File: src/rtl/countdown_display_pkg.sv
// Shared types and 7-segment glyph tables for the countdown display slice.
package countdown_display_pkg;

    typedef enum logic [1:0] {IDLE, CONV, LOAD} state_t;

    // Segment order is g..a, active-high.
    localparam logic [6:0] SEG_0     = 7'h3F;
    localparam logic [6:0] SEG_1     = 7'h06;
    localparam logic [6:0] SEG_2     = 7'h5B;
    localparam logic [6:0] SEG_3     = 7'h4F;
    localparam logic [6:0] SEG_4     = 7'h66;
    localparam logic [6:0] SEG_5     = 7'h6D;
    localparam logic [6:0] SEG_6     = 7'h7D;
    localparam logic [6:0] SEG_7     = 7'h07;
    localparam logic [6:0] SEG_8     = 7'h7F;
    localparam logic [6:0] SEG_9     = 7'h6F;
    localparam logic [6:0] SEG_DASH  = 7'h40;
    localparam logic [6:0] SEG_BLANK = 7'h00;

    localparam logic [3:0] GLYPH_DASH  = 4'hE;
    localparam logic [3:0] GLYPH_BLANK = 4'hF;

    function automatic logic [6:0] glyph_seg(input logic [3:0] code);
        logic [6:0] s;
        case (code)
            4'd0:       s = SEG_0;
            4'd1:       s = SEG_1;
            4'd2:       s = SEG_2;
            4'd3:       s = SEG_3;
            4'd4:       s = SEG_4;
            4'd5:       s = SEG_5;
            4'd6:       s = SEG_6;
            4'd7:       s = SEG_7;
            4'd8:       s = SEG_8;
            4'd9:       s = SEG_9;
            GLYPH_DASH: s = SEG_DASH;
            default:    s = SEG_BLANK;
        endcase
        return s;
    endfunction

endpackage

File: src/rtl/countdown_display_bin2bcd8_seq.sv
// Sequential double-dabble: 8-bit binary to hundreds/tens/ones BCD in 8 cycles.
module bin2bcd8_seq (
    input  logic       clk,
    input  logic       rst_n,
    input  logic       start,
    input  logic [7:0] bin,
    output logic       busy,
    output logic       done,
    output logic [1:0] hundreds,
    output logic [3:0] tens,
    output logic [3:0] ones
);

    logic [7:0] shift_q;
    logic [9:0] bcd_q;
    logic [9:0] bcd_adj;
    logic [2:0] cnt_q;
    logic       busy_q;
    logic       done_q;

    // Hundreds never exceeds 2 for an 8-bit input, so it needs no add-3.
    always_comb begin
        bcd_adj = bcd_q;
        if (bcd_q[3:0] >= 4'd5) bcd_adj[3:0] = bcd_q[3:0] + 4'd3;
        if (bcd_q[7:4] >= 4'd5) bcd_adj[7:4] = bcd_q[7:4] + 4'd3;
    end

    always_ff @(posedge clk or negedge rst_n) begin
        if (!rst_n) begin
            shift_q <= '0;
            bcd_q   <= '0;
            cnt_q   <= '0;
            busy_q  <= 1'b0;
            done_q  <= 1'b0;
        end else begin
            done_q <= 1'b0;
            if (busy_q) begin
                {bcd_q, shift_q} <= {bcd_adj[8:0], shift_q, 1'b0};
                cnt_q            <= cnt_q - 3'd1;
                if (cnt_q == 3'd0) begin
                    busy_q <= 1'b0;
                    done_q <= 1'b1;
                end
            end else if (start) begin
                shift_q <= bin;
                bcd_q   <= '0;
                cnt_q   <= 3'd7;
                busy_q  <= 1'b1;
            end
        end
    end

    assign busy     = busy_q;
    assign done     = done_q;
    assign hundreds = bcd_q[9:8];
    assign tens     = bcd_q[7:4];
    assign ones     = bcd_q[3:0];

endmodule

File: src/rtl/countdown_display.sv
// Two-digit multiplexed 7-segment display of the countdown value, with
// change-triggered BCD conversion and leading-zero / overflow handling.
//
// state | meaning
// IDLE  | watching num_in; start conversion on change or after reset
// CONV  | double-dabble running in bin2bcd8_seq
// LOAD  | latch glyph codes into display registers, pulse bcd_valid
module countdown_display
    import countdown_display_pkg::*;
#(
    parameter int SCAN_DIV = 1000
) (
    input  logic       clk,
    input  logic       rst_n,
    input  logic [7:0] num_in,
    output logic [6:0] seg,
    output logic [1:0] dig_sel,
    output logic       busy,
    output logic       bcd_valid
);

    localparam int              SCAN_W    = $clog2(SCAN_DIV);
    localparam logic [SCAN_W-1:0] SCAN_LAST = SCAN_W'(SCAN_DIV - 1);

    state_t      state_q, state_d;
    logic [7:0]  last_val_q;
    logic        force_q;
    logic        start;
    logic        conv_busy, conv_done;
    logic [1:0]  hundreds;
    logic [3:0]  tens, ones;
    logic [3:0]  tens_code_q, ones_code_q;
    logic        bcd_valid_q;
    logic [SCAN_W-1:0] scan_cnt_q;
    logic [1:0]  dig_sel_q;

    assign start = (state_q == IDLE) && (force_q || (num_in != last_val_q));

    bin2bcd8_seq u_bcd (
        .clk      (clk),
        .rst_n    (rst_n),
        .start    (start),
        .bin      (num_in),
        .busy     (conv_busy),
        .done     (conv_done),
        .hundreds (hundreds),
        .tens     (tens),
        .ones     (ones)
    );

    always_comb begin
        state_d = state_q;
        case (state_q)
            IDLE:    if (start) state_d = CONV;
            CONV:    if (conv_done) state_d = LOAD;
            LOAD:    state_d = IDLE;
            default: state_d = IDLE;
        endcase
    end

    always_ff @(posedge clk or negedge rst_n) begin
        if (!rst_n) begin
            state_q    <= IDLE;
            last_val_q <= '0;
            force_q    <= 1'b1;
        end else begin
            state_q <= state_d;
            if (start) begin
                last_val_q <= num_in;
                force_q    <= 1'b0;
            end
        end
    end

    always_ff @(posedge clk or negedge rst_n) begin
        if (!rst_n) begin
            tens_code_q <= GLYPH_BLANK;
            ones_code_q <= GLYPH_BLANK;
            bcd_valid_q <= 1'b0;
        end else begin
            bcd_valid_q <= 1'b0;
            if (state_q == LOAD) begin
                bcd_valid_q <= 1'b1;
                if (hundreds != 2'd0) begin
                    tens_code_q <= GLYPH_DASH;
                    ones_code_q <= GLYPH_DASH;
                end else if (tens == 4'd0) begin
                    tens_code_q <= GLYPH_BLANK;
                    ones_code_q <= ones;
                end else begin
                    tens_code_q <= tens;
                    ones_code_q <= ones;
                end
            end
        end
    end

    // Free-running digit scan, unrelated to conversion activity.
    always_ff @(posedge clk or negedge rst_n) begin
        if (!rst_n) begin
            scan_cnt_q <= '0;
            dig_sel_q  <= 2'b01;
        end else if (scan_cnt_q == SCAN_LAST) begin
            scan_cnt_q <= '0;
            dig_sel_q  <= {dig_sel_q[0], dig_sel_q[1]};
        end else begin
            scan_cnt_q <= scan_cnt_q + 1'b1;
        end
    end

    assign seg       = glyph_seg(dig_sel_q[1] ? tens_code_q : ones_code_q);
    assign dig_sel   = dig_sel_q;
    assign busy      = (state_q != IDLE) | conv_busy;
    assign bcd_valid = bcd_valid_q;

endmodule
File: config.mk
export PLATFORM = sky130hd
export DESIGN_NAME = countdown_display
export DESIGN_NICKNAME = d
export VERILOG_FILES = /design/src/rtl/countdown_display_pkg.sv /design/src/rtl/countdown_display_bin2bcd8_seq.sv /design/src/rtl/countdown_display.sv
export SDC_FILE = /design/constraint.sdc
export NUM_CORES = 1
export LEC_CHECK = 0
export BUFFER_PORTS_ARGS = -buffer_cell sky130_fd_sc_hd__clkbuf_2
export CORE_MARGIN = 8
export CORE_UTILIZATION = 51
export CTS_CLUSTER_SIZE = 25
export DETAILED_ROUTE_END_ITERATION = 10
export PLACE_DENSITY = 0.83
export SETUP_SLACK_MARGIN = 0.02
export SYNTH_ARGS = -nofsm -noshare
export SYNTH_HDL_FRONTEND = slang
export SYNTH_SLANG_ARGS = --single-unit
File: constraint.sdc
create_clock -name clk -period 1.6 [get_ports clk]
set_input_delay 0.16 -clock clk [delete_from_list [all_inputs] [get_ports clk]]
set_output_delay 0.16 -clock clk [all_outputs]
set_load 0.05 [all_outputs]
==> qor.yml, run 1 <==
power_and_ir_drop:
  p_leak_nw: 1.642
  p_per_area_mw_per_mm2: 2039
  p_int_w: 0.004598
  netSwitchingFraction: 0.4139
  combPwrFrac: 0.589
  pwr-share-seq: 0.309
  clkPwrFrac: 0.101
  power.net_switching_w: 0.003248
  max-vdd-ir-drop_mv: 1.120
floorplan:
  die_w_um: 90.28
  core_mm2: 0.005405
  rows: 27
  die_area_mm2: 0.008150
  die_h_um: 90.28
  ios: 21
  start_util: 0.5206
yosys:
  synth_area_leaders: "dfrtp_1, dfstp_2, ha_1"
  synth_top_cell_area_share: 0.4002
  synth_top_area_cell: "dfrtp_1"
  avgSynthCellArea_um2: 10.78
  synth_area_mm2: 0.002814
  ys_seq_area_frac: 0.4936
  syn_inst: 261
  ys_types: 39
  yosysWarnings: 0
  ys_ff_latch: 55
  synth_nets: 284
setup_path:
  cp_max_fo: 6
  start_kind: "flip-flop"
  critPathTopFamily: "buffers and inverters"
  crit_arrival_ps: 1900
  r2r_slack_ps: -100
  cp.buffers_inverters: 3
  critPathMaxStageDelay_ps: 450
  end_kind: "output pin"
  cp.required_ps: 1440
  cpMaxStageDelayCell: "dfrtp_2"
  cp_common_cell: "buf_4"
  path_cells: "buf_4, mux2i_1, buf_4, nand2_2, a21oi_1, a31oi_4, buf_12"
  critPathKind: "reg2out"
detailed_routing:
  drt_iter0_drc: 95
  vias_per_cell: 5.384
  drcViolationCount: 0
  drt_pass1_iterations: 4
  wl_per_cell_um: 15.05
  routed_wl_um: 5960
  antenna_left: 0
  vias: 2132
placed_design:
  hpwl_um: 3960
  io_buffers: 20
  place_congestion: 0.8457
  pre_cts_slack_ps: -220.6
timing:
  drv_slew: 0
  setup_tns_ps: -3623
  fin_ws_ps: -457.2
  setup_viol: 18
  rsz0062_at_grt: "yes"
  worst_slew_pin_slew_ps: 415.5
  max_freq_mhz: 486.1
  min_period_ps: 2057
  fin_crit_sh: 1.286
  max_slew_margin: 0.7219
  finalHoldViolCount: 0
  clock_skew_ps: 7.341
cells_and_area:
  area_delta_synth_final_pct: 36.73
  final_common_cell: "dfrtp_1"
  mostFrequentLayoutCells: "dfrtp_1, buf_4, nor2_1"
  drive_gt1_frac: 0.4815
  nets: 346
  antennaDiodeCount: 0
  fin_util: 0.7118
global_route:
  grt_overflow: 0
  grt_pass1_wl_um: 10120
  antenna_found_initial: 0
  grt_pass1_vias: 2196
  grt_use_total: 0.1491
  grt_max_degree: 56
job:
  drv_cap: 0
clock_tree:
  htree_levels: 2
  clock_sinks: 55
  clockBufferDepth: 2
  clk_pin_slew_ps: 100
  clk_latency_ps: 310
  numCtsBuffers: 5
  cts_root_buffer: "clkbuf_8"
  cts_tree: "yes"
outcome:
  failed_checks: "negative setup slack"
  status: "finished with violations"
worst_hold_path:
  hp-class: "in2reg"
final cells by class:
cell class / count / area [um^2]
timing repair buffer: 60 / 560.5
clock inverter: 2 / 16.27
tap: 72 / 90.09
fill: 369 / 1558
inverter: 14 / 52.55
clock buffer: 6 / 82.58
multi-input combinational: 187 / 1652
sequential: 55 / 1394
metrics by stage:
stage,hold slack (ps),instance area (um^2),instances,total power (W)
global route,121.6,3847,396,0.008344
CTS,122.3,3676,388,0.007532
finish,131.7,3847,396,0.007846
floorplan,-135.6,2922,261,0.004958
detailed placement,177.7,3379,373,0.006299
global placement,175.7,3379,373,0.006141
kinds of logic after synthesis:
group                      count (synthesis)  synth area share
adders and majority gates                 13           0.05780
and+or+nand+nor                           81            0.1427
AOI/OAI and AO/OA                         55            0.1485
muxes                                     18           0.06937
buffers and inverters                     21           0.03201
DFF                                       55            0.4936
xor gates and xnor gates                  18           0.05602
registers in the layout, summed over array words and instances, names as in the netlist:
name	count
scan_cnt_q	10
u_bcd.bcd_q	10
last_val_q	8
u_bcd.shift_q	8
ones_code_q	4
tens_code_q	4
u_bcd.cnt_q	3
dig_sel	2
state_q	2
bcd_valid	1
force_q	1
u_bcd.busy	1
u_bcd.done	1
Yosys cell counts:
master     n
dfrtp_1   45
nor2_1    28
nand2_1   18
inv_1     14
xor2_1    14
a21oi_1   13
ha_1      13
mux2_2    12
nand2b_1  11
dfstp_2   10
o21ai_0   10
o221a_2    7
a211oi_2   6
mux2i_1    6
nand3_1    4
nor3_1     4
o22a_1     4
xnor2_1    4
a31oi_1    3
and3_1     3
buf_2      3
clkbuf_1   3
nor2b_1    3
o21a_1     3
o21ai_1    3
and2_1     2
nand4_1    2
nor3b_1    2
a21o_1     1
a311oi_1   1
a41oi_2    1
and4_1     1
buf_6      1
nor2_2     1
nor4_4     1
o21ai_2    1
o31a_1     1
o31ai_1    1
or3_1      1
power groups by stage:
stage	clock [W]	combinational, W	sequential, W
final	0.000794	0.00462	0.00243
after global routing	0.000879	0.00498	0.00249
after CTS	0.000821	0.00432	0.00239
after detailed placement	0	0.00391	0.00239
after global placement	0	0.00378	0.00236
after floorplan	0	0.00270	0.00226
layer usage:
layer,track usage,up-vias,share of wire
met5,0,-,0
met4,0.04854,0,0.014
met3,0.03491,8,0.028
met2,0.2650,33,0.53
met1,0.1717,1058,0.42
li1,-,1033,-
final timing paths:
path,from,end,cells after the start
max,dig_sel[1],seg[6],7
max in group asynchronous,rst_n,tens_code_q[1],3
min reg2reg,ones_code_q[0],ones_code_q[0],2
max reg2reg,last_val_q[6],u_bcd.shift_q[1],5
min in group asynchronous,rst_n,last_val_q[5],3
min,num_in[3],last_val_q[3],2
timing repair:
item | in CTS | in global routing
setup buffers | 4 | 8
gates resized for setup | 30 | 31
pin swaps | 11 | 13
endpoints found under the setup margin | 28 | 33
gates cloned | 2 | 0
endpoints found under the hold margin | 45 | 0
hold buffers | 1 | 0
Power figures use the tool's default switching activity.
==> run 2, diff against run 1 <==
--- a/config.mk
+++ b/config.mk
@@ -10,7 +10,7 @@
 export CORE_UTILIZATION = 51
 export CTS_CLUSTER_SIZE = 25
 export DETAILED_ROUTE_END_ITERATION = 10
-export PLACE_DENSITY = 0.83
+export PLACE_DENSITY = 0.71
 export SETUP_SLACK_MARGIN = 0.02
 export SYNTH_ARGS = -nofsm -noshare
 export SYNTH_HDL_FRONTEND = slang
==> run 2 against run 1 <==
Effect of this change:
- the flow still finishes with violations (negative setup slack)
- utilization fell by 0.93 points
- sequential cell count did not move
- sequential share of layout area grew 0.44 points
- largest cell class unchanged
- highest routed layer unchanged
==> qor.yml, run 2 (synthesized netlist as in run 1, its figures left out) <==
job:
  drv_cap: 0  # unchanged
cells_and_area:
  antennaDiodeCount: 0  # unchanged
  seq_area_mm2: 0.001393  # was 0.001394 mm^2
  fillers: 387  # was 369
  top_regs: "scan_cnt_q: 10 flops, u_bcd.bcd_q: 10 flops"  # unchanged
  multi_input_area_mm2: 0.001643  # was 0.001652 mm^2
  final_common_cell: "dfrtp_1"  # unchanged
  mostFrequentLayoutCells: "dfrtp_1, buf_4, nor2_1"  # unchanged
  area_delta_synth_final_pct: 34.95  # was 36.73%
  nets: 340  # was 346
  drive_gt1_frac: 0.4497  # was 0.4815
setup_path:
  critPathMaxStageDelay_ps: 460  # was 450 ps
  cp.buffers_inverters: 2  # was 3
  cpMaxStageDelayCell: "dfrtp_2"  # unchanged
  cp.required_ps: 1440  # about the same
  start_kind: "flip-flop"  # unchanged
  end_kind: "output pin"  # unchanged
  critPathKind: "reg2out"  # unchanged
  path_cells: "mux2i_4, ha_1, and2_4, buf_6, a21oi_4, buf_12"  # was buf_4, mux2i_1, buf_4, nand2_2, a21oi_1, a31oi_4, buf_12
  cp_max_fo: 4  # was 6
  crit_arrival_ps: 1860  # was 1900 ps
  critPathTopFamily: "flip-flops"  # was buffers and inverters
detailed_routing:
  routed_wl_um: 5665  # was 5960 um
  vias: 2066  # was 2,132
  drcViolationCount: 0  # unchanged
  drt_iter0_drc: 99  # was 95
  antenna_left: 0  # unchanged
  vias_per_cell: 5.297  # was 5.384
  wl_per_cell_um: 14.53  # was 15.05 um
  drt_pass1_iterations: 4  # unchanged
floorplan:
  die_w_um: 90.28  # unchanged
  ios: 21  # unchanged
  die_area_mm2: 0.008150  # unchanged
  start_util: 0.5206  # unchanged
  rows: 27  # unchanged
  die_h_um: 90.28  # unchanged
  core_mm2: 0.005405  # unchanged
power_and_ir_drop:
  max-vdd-ir-drop_mv: 1.072  # was 1.120 mV
  p_int_w: 0.004517  # was 0.004598 W
  p_per_area_mw_per_mm2: 2016  # was 2039 mW/mm^2
  p_leak_nw: 1.635  # was 1.642 nW
  clkPwrFrac: 0.101  # about the same
  pwr-share-seq: 0.315  # was 0.309
  combPwrFrac: 0.583  # was 0.589
  netSwitchingFraction: 0.4101  # was 0.4139
  power.net_switching_w: 0.003140  # was 0.003248 W
timing:
  fin_ws_ps: -421.7  # was -457.2 ps
  max_freq_mhz: 494.6  # was 486.1 MHz
  fin_hold_ws_ps: 126.5  # was 131.7 ps
  min_period_ps: 2022  # was 2057 ps
  max_slew_margin: 0.6965  # was 0.7219
  clock_skew_ps: 8.088  # was 7.341 ps
  drv_slew: 0  # unchanged
  worst_slew_pin_slew_ps: 453.5  # was 415.5 ps
  setup_tns_ps: -3610  # was -3623 ps
  setup_viol: 22  # was 18
  fin_crit_sh: 1.264  # was 1.286
  finalHoldViolCount: 0  # unchanged
  rsz0062_at_grt: "yes"  # unchanged
worst_hold_path:
  hp-class: "in2reg"  # unchanged
outcome:
  status: "finished with violations"  # unchanged
  failed_checks: "negative setup slack"  # unchanged
clock_tree:
  cts_root_buffer: "clkbuf_8"  # unchanged
  htree_levels: 2  # unchanged
  clockBufferDepth: 2  # unchanged
  clk_pin_slew_ps: 100  # about the same
  clock_sinks: 55  # unchanged
  cts_tree: "yes"  # unchanged
  clk_latency_ps: 310  # about the same
  numCtsBuffers: 5  # unchanged
global_route:
  grt_pass1_vias: 2078  # was 2,196
  antenna_found_initial: 0  # unchanged
  grt_use_total: 0.1423  # was 0.1491
  grt_overflow: 0  # unchanged
  grt_pass1_wl_um: 9611  # was 10,120 um
  grt_max_degree: 56  # unchanged
placed_design:
  place_congestion: 0.7763  # was 0.8457
  io_buffers: 20  # unchanged
  hpwl_um: 3843  # was 3960 um
[run 2: area by class of cell]
cell class,instances,share of cell area
clock buffers,5,0.01812
clock inverters,3,0.006260
inverters,14,0.01384
multi-input cells,186,0.4326
flip-flops and latches,55,0.3667
well taps,72,0.02372
repair buffers,55,0.1387
[run 2: power groups by stage]
stage | Combinational [W] | Sequential, W | Clock [W]
finish | 0.00447 | 0.00242 | 0.000775
global route | 0.00482 | 0.00249 | 0.000857
CTS | 0.00430 | 0.00239 | 0.000803
detailed placement | 0.00393 | 0.00238 | 0
global placement | 0.00385 | 0.00237 | 0
floorplan | 0.00270 | 0.00226 | 0
[run 2: final timing paths]
check | start | end | slack (ps) | depth (start not counted)
worst min-delay path | num_in[2] | last_val_q[2] | 130 | 2
min in group asynchronous | rst_n | scan_cnt_q[3] | 370 | 3
worst max register to register | last_val_q[6] | u_bcd.shift_q[2] | -120 | 7
worst max-delay path | dig_sel[1] | seg[1] | -420 | 6
max in group asynchronous | rst_n | tens_code_q[3] | 930 | 3
worst min register to register | u_bcd.cnt_q[2] | u_bcd.done | 470 | 1
[run 2: worst register-to-register path: cells and delay by family, from the launching register on]
| kind | cells | cell delay, ps |
|---|---|---|
| simple gates | 2 | 350 |
| compound gates | 2 | 380 |
| xor+xnor | 1 | 170 |
| flops | 1 | 420 |
| buf+inv | 2 | 350 |
[run 2: repair_timing]
action / CTS / global route
buffers inserted: 2 / 4
gates resized for setup: 32 / 20
endpoints found under the hold margin: 45 / 0
hold buffers: 1 / 0
gates cloned: 1 / 0
setup endpoints to repair: 28 / 35
pin swaps: 12 / 12
[run 2: per-layer routing]
layer  track usage  vias to the layer above  wire [um]
met3       0.03408                        7        180
li1              -                     1018          -
met2        0.2564                       29       2987
met5             0                        -          0
met4       0.04577                        0         70
met1        0.1608                     1012       2426
[run 2: stage by stage]
stage	util	total power, W	setup WS (ps)	cell area (um^2)	std cells
final	0.7025	0.007657	-421.7	3797	390
after global routing	0.7025	0.008163	-509.3	3797	390
after CTS	0.6847	0.007494	-437.8	3701	387
after detailed placement	0.6308	0.006311	-187.9	3410	375
after global placement	0.6308	0.006223	-156.8	3410	375
after floorplan	-	0.004958	-350.2	2922	261
==> run 3, diff against run 2 <==
--- a/config.mk
+++ b/config.mk
@@ -10,6 +10,7 @@
 export CORE_UTILIZATION = 51
 export CTS_CLUSTER_SIZE = 25
 export DETAILED_ROUTE_END_ITERATION = 10
+export GPL_TIMING_DRIVEN = 0
 export PLACE_DENSITY = 0.71
 export SETUP_SLACK_MARGIN = 0.02
 export SYNTH_ARGS = -nofsm -noshare
==> run 3 against run 2 <==
Effect of this change:
- the flow still finishes with violations (negative setup slack)
- sequential power about the same
- combinational power decreased by 4%
- hold slack lost 12 ps
- routed wire length is 3.6% higher
- utilization is 1.6 points lower
- total power shrank 1.0%
- highest routed layer unchanged
- sequential cell count stayed put
- worst setup slack lost 78 ps
- clock skew about the same
- global-route usage up 0.81 points
- first-iteration DRC count shrank 16%
- critical path type unchanged
- via count decreased by 2.3%
==> qor.yml, run 3 (synthesized netlist as in run 1, its figures left out) <==
setup_path:
  start_kind: "flip-flop"  # unchanged
  cp.required_ps: 1440  # about the same
  cp_max_fo: 7  # was 4
  critPathKind: "reg2out"  # unchanged
  crit_arrival_ps: 1940  # was 1860 ps
  end_kind: "output pin"  # unchanged
  r2r_slack_ps: -150  # was -120 ps
clock_tree:
  clk_pin_slew_ps: 100  # about the same
  clockBufferDepth: 2  # unchanged
  cts_root_buffer: "clkbuf_8"  # unchanged
  clk_latency_ps: 320  # was 310 ps
  numCtsBuffers: 5  # unchanged
  cts_tree: "yes"  # unchanged
  htree_levels: 2  # unchanged
  clock_sinks: 55  # unchanged
job:
  drv_cap: 0  # unchanged
detailed_routing:
  vias: 2019  # was 2,066
  drt_iter0_drc: 83  # was 99
  vias_per_cell: 5.355  # was 5.297
  routed_wl_um: 5867  # was 5665 um
  drt_pass1_iterations: 4  # unchanged
  wl_per_cell_um: 15.56  # was 14.53 um
  antenna_left: 0  # unchanged
  drcViolationCount: 0  # unchanged
timing:
  fin_ws_ps: -499.7  # was -421.7 ps
  max_slew_margin: 0.5425  # was 0.6965
  rsz0062_at_grt: "yes"  # unchanged
  worst_slew_pin_slew_ps: 686.2  # was 453.5 ps
  min_period_ps: 2100  # was 2022 ps
  drv_slew: 0  # unchanged
  finalHoldViolCount: 0  # unchanged
  clock_skew_ps: 8.320  # was 8.088 ps
  setup_tns_ps: -5012  # was -3610 ps
  max_freq_mhz: 476.3  # was 494.6 MHz
  setup_viol: 26  # was 22
  fin_crit_sh: 1.312  # was 1.264
placed_design:
  io_buffers: 20  # unchanged
  hpwl_um: 3611  # was 3843 um
  pre_cts_slack_ps: -374.9  # was -187.9 ps
  place_congestion: 0.7538  # was 0.7763
  placedCellCount: 353  # was 375
outcome:
  failed_checks: "negative setup slack"  # unchanged
  status: "finished with violations"  # unchanged
cells_and_area:
  top_regs: "scan_cnt_q: 10 flops, u_bcd.bcd_q: 10 flops"  # unchanged
  drive_gt1_frac: 0.4262  # was 0.4497
  nets: 327  # was 340
  mostFrequentLayoutCells: "dfrtp_1, nor2_1, nand2_1"  # was dfrtp_1, buf_4, nor2_1
  area_delta_synth_final_pct: 31.97  # was 34.95%
  fin_util: 0.6870  # was 0.7025
  stdcell_count: 377  # was 390
  antennaDiodeCount: 0  # unchanged
  final_common_cell: "dfrtp_1"  # unchanged
power_and_ir_drop:
  max-vdd-ir-drop_mv: 1.014  # was 1.072 mV
  pwr-share-seq: 0.321  # was 0.315
  p_per_area_mw_per_mm2: 2041  # was 2016 mW/mm^2
  power.total_w: 0.007580  # was 0.007657 W
  netSwitchingFraction: 0.4257  # was 0.4101
  p_leak_nw: 1.572  # was 1.635 nW
  combPwrFrac: 0.566  # was 0.583
  power.net_switching_w: 0.003227  # was 0.003140 W
  clkPwrFrac: 0.112  # was 0.101
  p_int_w: 0.004353  # was 0.004517 W
floorplan:
  ios: 21  # unchanged
  core_mm2: 0.005405  # unchanged
  start_util: 0.5206  # unchanged
  die_h_um: 90.28  # unchanged
  die_w_um: 90.28  # unchanged
  die_area_mm2: 0.008150  # unchanged
  rows: 27  # unchanged
global_route:
  grt-busiest-layer: "met2"  # unchanged
  grt_pass1_wl_um: 10120  # was 9611 um
  grt_use_total: 0.1504  # was 0.1423
  grtUsageMet2: 0.2393  # was 0.2564
  grt_overflow: 0  # unchanged
  antenna_found_initial: 0  # unchanged
  use_met3: 0.03824  # was 0.03408
  grt_max_degree: 56  # unchanged
  met1_usage: 0.1935  # was 0.1608
  grt_pass1_vias: 2072  # was 2,078
worst_hold_path:
  hp-class: "in2reg"  # unchanged
## run 3: cell types whose count changed in the layout (fill, tap and decap cells not counted), sizes merged
| cell | change |
|---|---|
| buf | -15 |
| clkbuf | +2 |
| clkinv | +1 |
| clkinvlp | -2 |
| mux2 | +1 |
| o21a | -1 |
| o21ai | +1 |
## run 3: layout make-up
class,count,area (um^2)
plain buffers,5,57.56
clock buffers,6,82.58
clock inverters,2,20.02
flip-flops and latches,55,1390
repair buffers,36,326.6
well taps,72,90.09
fillers,432,1692
inverters,14,52.55
multi-input cells,187,1694
## run 3: metrics by stage
step / hold WS (ps) / cell area (um^2)
4_1_cts: 106.8 / 3632
6_report: 114.4 / 3714
3_5_place_dp: 446.5 / 3112
5_1_grt: 111.1 / 3714
2_1_floorplan: -135.6 / 2922
3_3_place_gp: 438.5 / 3112
## run 3: routing by layer
metal	part of all wire	vias up
li1	-	996
met1	0.47	988
met2	0.49	27
met3	0.028	8
met4	0.014	0
met5	0	-
## run 3: path summary, 6_finish.rpt
kind                                      from              to  cells after the start
worst max-delay path                dig_sel[1]          seg[0]                      8
worst min-delay path                 num_in[1]   last_val_q[1]                      2
worst max register to register   last_val_q[6]  u_bcd.bcd_q[1]                      6
worst min register to register  ones_code_q[0]  ones_code_q[0]                      2
max in group asynchronous                rst_n      dig_sel[1]                      2
min in group asynchronous                rst_n   scan_cnt_q[2]                      2
## run 3: power by group through the flow
stage               Clock (W)  Sequential, W  Combinational [W]
detailed placement          0        0.00236            0.00325
floorplan                   0        0.00226            0.00270
CTS                  0.000874        0.00242            0.00401
finish               0.000850        0.00244            0.00429
global placement            0        0.00234            0.00315
global route         0.000936        0.00250            0.00464
## run 3: worst max-delay path, cell delays in order, from the launching register on
cell and delay [ps]:
dfrtp_2 430, clkbuf_16 170, mux2i_4 200, buf_4 170, ha_4 160, nor2_4 140, nor2_4 50, o21ai_4 140
buf_8 160
## run 3: repair_timing
item	4_1_cts	5_1_grt
endpoints found under the hold margin	0	45
pin swaps	27	8
gates resized for setup	60	18
gates cloned	3	0
hold buffers	0	1
buffers inserted	12	3
endpoints found under the setup margin	32	36
